## src/rtl/bram_sched_pkg.sv

```systemverilog
// Purpose: shared types and helpers for the BRAM request scheduler.
// Latency: n/a (declarations only).
// Backpressure: n/a (declarations only).
package bram_sched_pkg;

  // Scheduler phases: zero-fill sweep after reset, then normal service.
  typedef enum logic [0:0] {
    INIT = 1'b0,
    RUN  = 1'b1
  } state_t;

  // Next requester index in round-robin order, wrapping at n.
  function automatic int unsigned next_rr(input int unsigned idx, input int unsigned n);
    return (idx + 1 >= n) ? 0 : idx + 1;
  endfunction

endpackage

```

## src/rtl/bram_req_scheduler_rr_arbiter.sv

```systemverilog
// Purpose: round-robin arbiter; the last winner gets lowest priority next time.
// Latency: grant is combinational in the request cycle; pointer moves on the edge.
// Backpressure: a requester holds its request until it sees its grant bit.
module rr_arbiter
  import bram_sched_pkg::*;
#(
  parameter int unsigned NUM_REQ = 4
) (
  input  logic               clk_i,
  input  logic               rst_i,
  input  logic [NUM_REQ-1:0] req_i,
  input  logic               en_i,
  output logic [NUM_REQ-1:0] gnt_o
);

  localparam int unsigned PW = (NUM_REQ > 1) ? $clog2(NUM_REQ) : 1;

  logic [PW-1:0] ptr_q;
  logic [PW-1:0] ptr_d;

  // Scan from pointer+1 upward (wrapping) and grant the first active request.
  always_comb begin
    logic [PW-1:0] idx;
    logic          found;
    gnt_o = '0;
    ptr_d = ptr_q;
    found = 1'b0;
    idx   = ptr_q;
    for (int unsigned k = 0; k < NUM_REQ; k++) begin
      idx = PW'(next_rr(32'(idx), NUM_REQ));
      if (en_i && !found && req_i[idx]) begin
        found      = 1'b1;
        gnt_o[idx] = 1'b1;
        ptr_d      = idx;
      end
    end
  end

  // Pointer starts at the last requester so requester 0 wins first after reset.
  always_ff @(posedge clk_i) begin
    if (rst_i) begin
      ptr_q <= PW'(NUM_REQ - 1);
    end else begin
      ptr_q <= ptr_d;
    end
  end

endmodule

```

## src/rtl/bram_req_scheduler.sv

```systemverilog
// Purpose: shares one BRAM read port among NUM_REQ requesters, owns the write port, zero-fills after reset.
// Latency: read grant same cycle, response strobe one cycle later; writes pass through combinationally.
// Backpressure: requesters hold until granted; writes never stall reads. Optional macro: BRAM_SCHED_WR_BYPASS_EN.
module bram_req_scheduler
  import bram_sched_pkg::*;
#(
  parameter int unsigned NUM_REQ    = 4,
  parameter int unsigned ADDR_WIDTH = 8,
  parameter int unsigned DATA_WIDTH = 32,
  parameter int unsigned LO         = 0,
  parameter int unsigned HI         = 255
) (
  input  logic                          CLK,
  input  logic                          RST,
  input  logic [NUM_REQ-1:0]            RD_REQ,
  input  logic [NUM_REQ*ADDR_WIDTH-1:0] RD_ADDR,
  output logic [NUM_REQ-1:0]            RD_GNT,
  output logic [NUM_REQ-1:0]            RSP_VALID,
  output logic [DATA_WIDTH-1:0]         RSP_DATA,
  input  logic                          WR_REQ,
  input  logic [ADDR_WIDTH-1:0]         WR_ADDR,
  input  logic [DATA_WIDTH-1:0]         WR_VAL,
  output logic                          WR_GNT,
  output logic                          INIT_DONE,
  output logic                          BRAM_RD_EN,
  output logic [ADDR_WIDTH-1:0]         BRAM_RD_ADDR,
  input  logic [DATA_WIDTH-1:0]         BRAM_DOUT,
  input  logic                          BRAM_DOUT_RDY,
  output logic                          BRAM_WR_EN,
  output logic [ADDR_WIDTH-1:0]         BRAM_WR_ADDR,
  output logic [DATA_WIDTH-1:0]         BRAM_WR_VAL
);

  state_t                  state_q, state_d;
  logic [ADDR_WIDTH-1:0]   cnt_q, cnt_d;
  logic [NUM_REQ-1:0]      gnt;
  logic [NUM_REQ-1:0]      tag_q;
  logic [ADDR_WIDTH-1:0]   rd_addr;
  logic                    run;

  assign run = (state_q == RUN);

  // Sweep counter walks LO..HI once, then the FSM parks in RUN.
  always_comb begin
    state_d = state_q;
    cnt_d   = cnt_q;
    if (state_q == INIT) begin
      cnt_d = cnt_q + 1'b1;
      if (cnt_q == ADDR_WIDTH'(HI)) begin
        state_d = RUN;
      end
    end
  end

  // FSM, sweep counter and the in-flight response tag.
  always_ff @(posedge CLK) begin
    if (RST) begin
      state_q <= INIT;
      cnt_q   <= ADDR_WIDTH'(LO);
      tag_q   <= '0;
    end else begin
      state_q <= state_d;
      cnt_q   <= cnt_d;
      tag_q   <= gnt;
    end
  end

  rr_arbiter #(
    .NUM_REQ (NUM_REQ)
  ) u_arb (
    .clk_i (CLK),
    .rst_i (RST),
    .req_i (RD_REQ),
    .en_i  (run),
    .gnt_o (gnt)
  );

  assign RD_GNT     = gnt;
  assign BRAM_RD_EN = |gnt;
  assign BRAM_RD_ADDR = rd_addr;
  assign INIT_DONE  = run;

  // Select the winning requester's address (grant is one-hot or zero).
  always_comb begin
    rd_addr = '0;
    for (int unsigned i = 0; i < NUM_REQ; i++) begin
      if (gnt[i]) begin
        rd_addr = RD_ADDR[i*ADDR_WIDTH +: ADDR_WIDTH];
      end
    end
  end

  // Write port: zero-fill during the sweep, client pass-through afterwards.
  always_comb begin
    WR_GNT       = 1'b0;
    BRAM_WR_EN   = 1'b0;
    BRAM_WR_ADDR = '0;
    BRAM_WR_VAL  = '0;
    if (!run) begin
      BRAM_WR_EN   = 1'b1;
      BRAM_WR_ADDR = cnt_q;
    end else begin
      WR_GNT       = WR_REQ;
      BRAM_WR_EN   = WR_REQ;
      BRAM_WR_ADDR = WR_ADDR;
      BRAM_WR_VAL  = WR_VAL;
    end
  end

  // Response strobe goes only to the requester granted last cycle.
  assign RSP_VALID = BRAM_DOUT_RDY ? tag_q : '0;

`ifdef BRAM_SCHED_WR_BYPASS_EN
  logic                  byp_hit_q;
  logic [DATA_WIDTH-1:0] byp_val_q;

  // Remember whether this cycle's read collides with this cycle's accepted write.
  always_ff @(posedge CLK) begin
    if (RST) begin
      byp_hit_q <= 1'b0;
    end else begin
      byp_hit_q <= run && WR_REQ && (|gnt) && (WR_ADDR == rd_addr);
    end
    byp_val_q <= WR_VAL;
  end

  assign RSP_DATA = byp_hit_q ? byp_val_q : BRAM_DOUT;
`else
  // BRAM returns pre-write data on a same-address collision.
  assign RSP_DATA = BRAM_DOUT;
`endif

endmodule

```

## config.mk

```make
export PLATFORM = sky130hd
export DESIGN_NAME = bram_req_scheduler
export DESIGN_NICKNAME = d
export VERILOG_FILES = /design/src/rtl/bram_sched_pkg.sv /design/src/rtl/bram_req_scheduler_rr_arbiter.sv /design/src/rtl/bram_req_scheduler.sv
export SDC_FILE = /design/constraint.sdc
export NUM_CORES = 1
export LEC_CHECK = 0
export BUFFER_PORTS_ARGS = -buffer_cell sky130_fd_sc_hd__buf_2
export CAP_MARGIN = 20
export CORE_AREA = 2 2 80 82
export DETAILED_ROUTE_END_ITERATION = 10
export DIE_AREA = 0 0 82 84
export PLACE_DENSITY = 0.83
export REMOVE_ABC_BUFFERS = 1
export SLEW_MARGIN = 20
export SYNTH_ARGS = -nofsm -noshare
export SYNTH_HDL_FRONTEND = slang
export SYNTH_SLANG_ARGS = --single-unit
export TNS_END_PERCENT = 50
```

## constraint.sdc

```tcl
create_clock -name CLK -period 5.9 [get_ports CLK]
set_input_delay 0 -clock CLK [delete_from_list [all_inputs] [get_ports CLK]]
set_output_delay 0 -clock CLK [all_outputs]
set_load 0.02 [all_outputs]
```

Word level (Yosys, flattened, before mapping)
Index checks and enable logic that the tools add are counted.
{"block": "word_totals", "reg_bits": 15, "in_bits": 112, "wordCells": 83}
{"block": "classes", "n_addsub": 5, "order_cmp": 12, "eq_ne": 1, "muxes": 42, "bitwise_logic": 3, "reduce_logical": 16}
{"operator": "8-bit 2-to-1 mux", "n": 5}
{"operator": "32-bit 2-to-1 mux", "n": 1}
{"operator": "4-bit 2-to-1 mux", "n": 5}
{"operator": "2-bit 2-to-1 mux", "n": 8}
{"operator": "1-bit 2-to-1 mux", "n": 15}
{"operator": "2-bit by 1-bit adder with 3-bit output (second input constant)", "n": 4}
{"operator": "3-bit >= comparator (second input constant)", "n": 4}
{"operator": "2-bit by 3-bit less-than comparator with 1-bit output (second input constant)", "n": 4}
{"operator": "4-bit OR", "n": 3}
{"operator": "1-bit logical AND", "n": 11}
{"operator": "8-bit by 1-bit adder with 8-bit output (second input constant)", "n": 1}
{"operator": "1-bit binary-select mux with 2-bit select", "n": 4}
{"operator": "1-bit demux with 2-bit select", "n": 4}
{"operator": "8-bit equality test (second input constant)", "n": 1}
{"operator": "2-bit by 1-bit >= comparator with 1-bit output (second input constant)", "n": 4}
{"operator": "4-bit nonzero test", "n": 1}
{"operator": "4-bit OR reduction", "n": 1}
{"operator": "1-bit logical NOT", "n": 3}

Depth between registers and ports, before layout
{"block": "depth", "word_depth": 23, "depth_mapped": 12, "depth_no_buf": 10}

Cells and area by module
From an unflattened synthesis, not the netlist that was laid out.
{"block": "hier_totals", "cells_unflattened": 232, "area_unflattened_um2": 1891.8}
{"module": "bram_req_scheduler", "n_inst": 1, "cells_per_inst": 171, "area_per_inst_um2": 1322.5, "seq_area_each_um2": 260.2}
{"module": "rr_arbiter", "n_inst": 1, "cells_per_inst": 61, "area_per_inst_um2": 569.3, "seq_area_each_um2": 40.0}

Least setup slack after synthesis
Ideal clock, no wire load.
{"block": "synth_path", "path_kind": "reg2out", "start": "register u_arb.ptr_q[0]", "end": "output port BRAM_RD_ADDR[0]", "arrival_ns": 2.797, "path_slack_ns": 3.103, "path_stages_with_launch": 10, "path_cell_list": "dfxtp_1 inv_1 ha_1 or3_1 o32ai_1 a311oi_2 a2bb2oi_1 o221ai_2 a31oi_1 a221oi_2"}
{"block": "synth_between", "elab_chain_len": 23, "word_cells_on_any_way": 64}
{"element": "start: declaration", "line_no": "bram_req_scheduler_rr_arbiter.sv:18", "rtl": "logic [PW-1:0] ptr_q;"}
{"element": "start signal: assignment", "line_no": "bram_req_scheduler_rr_arbiter.sv:42", "rtl": "ptr_q <= PW'(NUM_REQ - 1);"}
{"element": "start signal: assignment", "line_no": "bram_req_scheduler_rr_arbiter.sv:44", "rtl": "ptr_q <= ptr_d;"}
{"element": "2-bit by 1-bit adder with 3-bit output (*)", "line_no": "bram_sched_pkg.sv:14", "rtl": "return (idx + 1 >= n) ? 0 : idx + 1;"}
{"element": "3-bit >= comparator", "line_no": "bram_sched_pkg.sv:14"}
{"element": "2-bit 2-to-1 mux (*)", "line_no": "bram_sched_pkg.sv:14"}
{"element": "branches (longest 15 deep; another with 2-bit by 1-bit adder with 3-bit output)"}
{"element": "4-bit 2-to-1 mux (*)", "line_no": "bram_req_scheduler_rr_arbiter.sv:31", "rtl": "if (en_i && !found && req_i[idx]) begin"}
{"element": "net RD_GNT[0]", "line_no": "bram_req_scheduler.sv:17", "rtl": "output logic [NUM_REQ-1:0] RD_GNT,"}
{"element": "8-bit 2-to-1 mux (*) (4 in series)", "line_no": "bram_req_scheduler.sv:87", "rtl": "if (gnt[i]) begin"}
{"element": "end: declaration", "line_no": "bram_req_scheduler.sv:26", "rtl": "output logic [ADDR_WIDTH-1:0] BRAM_RD_ADDR,"}
Mark *: on every way through the listed nets, which the timed path passes. The select of a mux whose other input is x is not followed.

Worst setup path after layout
{"block": "layout_path", "start": "register u_arb.ptr_q[0]", "end": "output port BRAM_RD_ADDR[3]"}
{"block": "layout_between", "elab_chain_len": 23, "word_cells_on_any_way": 64}
{"element": "2-bit by 1-bit adder with 3-bit output (*)", "line_no": "bram_sched_pkg.sv:14"}
{"element": "3-bit >= comparator", "line_no": "bram_sched_pkg.sv:14"}
{"element": "2-bit 2-to-1 mux (*)", "line_no": "bram_sched_pkg.sv:14"}
{"element": "branches (longest 15 deep; another with 2-bit by 1-bit adder with 3-bit output)"}
{"element": "4-bit 2-to-1 mux (*)", "line_no": "bram_req_scheduler_rr_arbiter.sv:31"}
{"element": "8-bit 2-to-1 mux (3 in series)", "line_no": "bram_req_scheduler.sv:87"}
{"element": "8-bit 2-to-1 mux (*)", "line_no": "bram_req_scheduler.sv:87"}
Every way passes the cells marked *. The select of a mux whose other input is x is not followed.

==> key figures <==
Run status
  • Status: complete, no violations

STA
  • Worst Skew: 0.387 ps
  • Tmin final: 3810 ps
  • Achievable clock frequency: 262 MHz
  • Final setup fails: 0
  • Hold violation total from the final report: 0
  • Slew Limit Fails: 0
  • Final period utilization: 0.646
  • Final TNS setup: 0 ps
  • Max-slew headroom: 0.376
  • RSZ-0062 raised after global routing: false
  • Worst-margin pin slew: 937 ps

Worst setup path
  • Crit-path max FO: 12
  • WP data arrival: 3810 ps
  • Crit path required time: 5900 ps
  • Critical path type: reg2out
  • CP Capture Type: output port
  • Worst setup SP type: flop
  • R2r worst-path depth: 8

GRT
  • GRT Total Usage: 0.222
  • Vias in the first global route: 2,074
  • First-pass GRT wire length: 11,500 µm
  • Total gr overflow: 0
  • Initial antenna violation count: 0
  • Pin count of the biggest net entering global routing: 60

Floorplan
  • Initial core utilization: 0.331
  • CORE AREA: 6100 µm²
  • Top Ports: 204
  • Die area: 6890 µm²
  • # rows: 29
  • DIE HEIGHT: 84 µm
  • Die width: 82 µm

Drt
  • Drt wl/cell: 19.0 µm
  • Drt via density: 5.16
  • Via Count: 2,220
  • Drt first pass iters: 4
  • Final wirelength: 8180 µm
  • Initial drt markers: 181
  • DR DRC count: 0
  • Final ANT Viol Nets: 0

Place
  • Hpwl dp: 6910 µm
  • Port bufs: 139
  • RePlAce Congestion: 0.941
  • Dpl cells: 426

Final layout
  • Layout area overhead: 27.1%
  • Layout cells sized above 1: 0.484
  • Most common cell after layout, fill and taps aside: buf_2
  • Diodes inserted: 0
  • Non-Filler Instances: 430
  • Commonest non-fill, non-tap cells in the layout: buf_2 (139), and2_1 (39), inv_1 (15), nor2_1 (15), dfxtp_1 (14)
  • Total of fill cells in the finished design: 633
  • Layout Nets: 475

Synthesis
  • Area share of and/or/nand/nor cells after synthesis: 0.286
  • Ys Warns: 0
  • Netlist cell types: 48
  • Synth Area in XOR/XNOR: 0.0261
  • Fraction of the mapped netlist area in adder cells: 0.0559
  • Mapped Area: 2020 µm²
  • Mux cell area share after synthesis: 0.0701
  • Synth Area in Compound Gates: 0.232
  • Yosys reg bits: 15
  • Seq/Total Area, Yosys: 0.149
  • Largest family of logic cells by synthesized area: simple AND/OR/NAND/NOR gates
  • Post-Syn Area per Cell: 7.94 µm²
  • Syn Inst Count: 254

Run
  • Max-cap violations: 0

Pwr
  • PnR Total Power: 0.238 mW
  • Worst vdd ir: 0.0876 mV
  • LEAKAGE: 1.32 nW
  • Pwr per Cell Area: 92.9 nW/µm²

Clocking
  • Postcts setup bufs: 0
  • Root Buffer: clkbuf_8
  • Clock sink count: 15
  • CTS tree: built
  • Maximum root-to-sink buffer count: 2
  • Total CTS buffers: 3
  • Worst skew pair latency: 240 ps
  • Post-CTS Resized: 0
  • Clock slew at reported path FFs: 60 ps
  • Max H-tree Level: 1
  • Hold-fix buffers, CTS: 0

Hold path
  • Worst hold path type: in2out
  • Hold Crit Depth: 0
## flip-flops by register name, indices dropped and copies added (netlist names)
name         flops
cnt_q            8
u_arb.ptr_q      2
tag_q            4
INIT_DONE        1
## metal layers
| metal | wire length (µm) | share of wire | up-vias | track usage |
|---|---|---|---|---|
| li1 | - | - | 1061 | - |
| met1 | 2970 | 0.36 | 989 | 0.240 |
| met2 | 3440 | 0.42 | 160 | 0.322 |
| met3 | 1650 | 0.20 | 8 | 0.199 |
| met4 | 70 | 0.0086 | 2 | 0.0379 |
| met5 | 54 | 0.0066 | - | 0.0667 |
## critical path, stage by stage, from the launching register on
cell      delay (ps)
dfxtp_1          520
inv_1            180
ha_1             570
or3_1            220
o32ai_1          100
a311oi_2         470
o221a_2          390
and2_1           440
a31oi_1          200
a221oi_2         270
buf_2            200
## cell type report
cell class              instances  area, µm²  share of cell area
clock buffers                   3       41.3              0.0161
clock inverters                 1       5.00             0.00195
inverters                      16       60.1              0.0234
multi-input cells             179       1360               0.532
flip-flops and latches         15        302               0.118
well taps                      77       96.3              0.0376
repair buffers                139        696               0.271
## stage by stage
step	hold slack, ps	util	instance area, µm²	setup slack (ps)
floorplan	0	-	1710	2620
global placement	0.137	0.411	2500	2510
detailed placement	0.137	0.411	2500	2270
CTS	0.137	0.419	2550	1990
global route	0.0981	0.420	2560	1850
finish	0.0437	0.420	2560	2090
## final timing paths
path	start	end	slack (ps)
worst max-delay path	u_arb.ptr_q[0]$_SDFFE_PP1P_	BRAM_RD_ADDR[3]	2090
worst min register to register	cnt_q[5]$_SDFFE_PP0N_	cnt_q[5]$_SDFFE_PP0N_	490
worst min-delay path	BRAM_DOUT[10]	RSP_DATA[10]	0.04
worst max register to register	u_arb.ptr_q[0]$_SDFFE_PP1P_	tag_q[1]$_SDFF_PP0_	2810
## synth_stat cells, drive strengths merged
library cell	count	area, µm²
nand2	9	33.8
nor2	16	67.6
a311oi	1	15.0
dfxtp	15	300
a221oi	8	120
inv	16	60.1
nand4	1	6.26
and3	1	6.26
o32ai	2	17.5
and2	39	244
mux2i	4	40.0
nand2b	4	25.0
and4	1	8.76
buf	39	285
a21boi	8	60.1
o21ai	7	35.0
o22ai	1	6.26
a31oi	8	50.1
mux4	1	22.5
or2	1	6.26
o221ai	2	30.0
nor3b	1	7.51
or3b	1	8.76
nand3	4	20.0
xnor2	2	17.5
a21oi	5	25.0
xor2	4	35.0
ha	9	113
nor4b	1	8.76
a32oi	3	26.3
o221a	2	22.5
o311ai	1	26.3
mux2	7	78.8
a21o	1	7.51
a311o	1	10.0
nor3	10	60.1
or3	2	12.5
a2bb2oi	1	8.76
o21bai	1	7.51
clkbuf	5	18.8
nor2b	7	43.8
nand4b	2	17.5
## report_power, final
part | internal, mW | switching (mW)
clock network | 0.0466 | 0.0343
logic | 0.0282 | 0.0238
registers | 0.103 | 0.00205
total | 0.178 | 0.0601
## logic make-up (layout without fill, tap and decap cells)
kind of cell	Yosys count	in the layout
AO/OA/AOI/OAI	52	52
XOR/XNOR	6	6
AND/OR/NAND/NOR	100	100
adder cells (fa/ha/maj)	9	9
buffers and inverters	60	159
multiplexers	12	12
flip-flops	15	15
(Power assumes the default switching activity.)
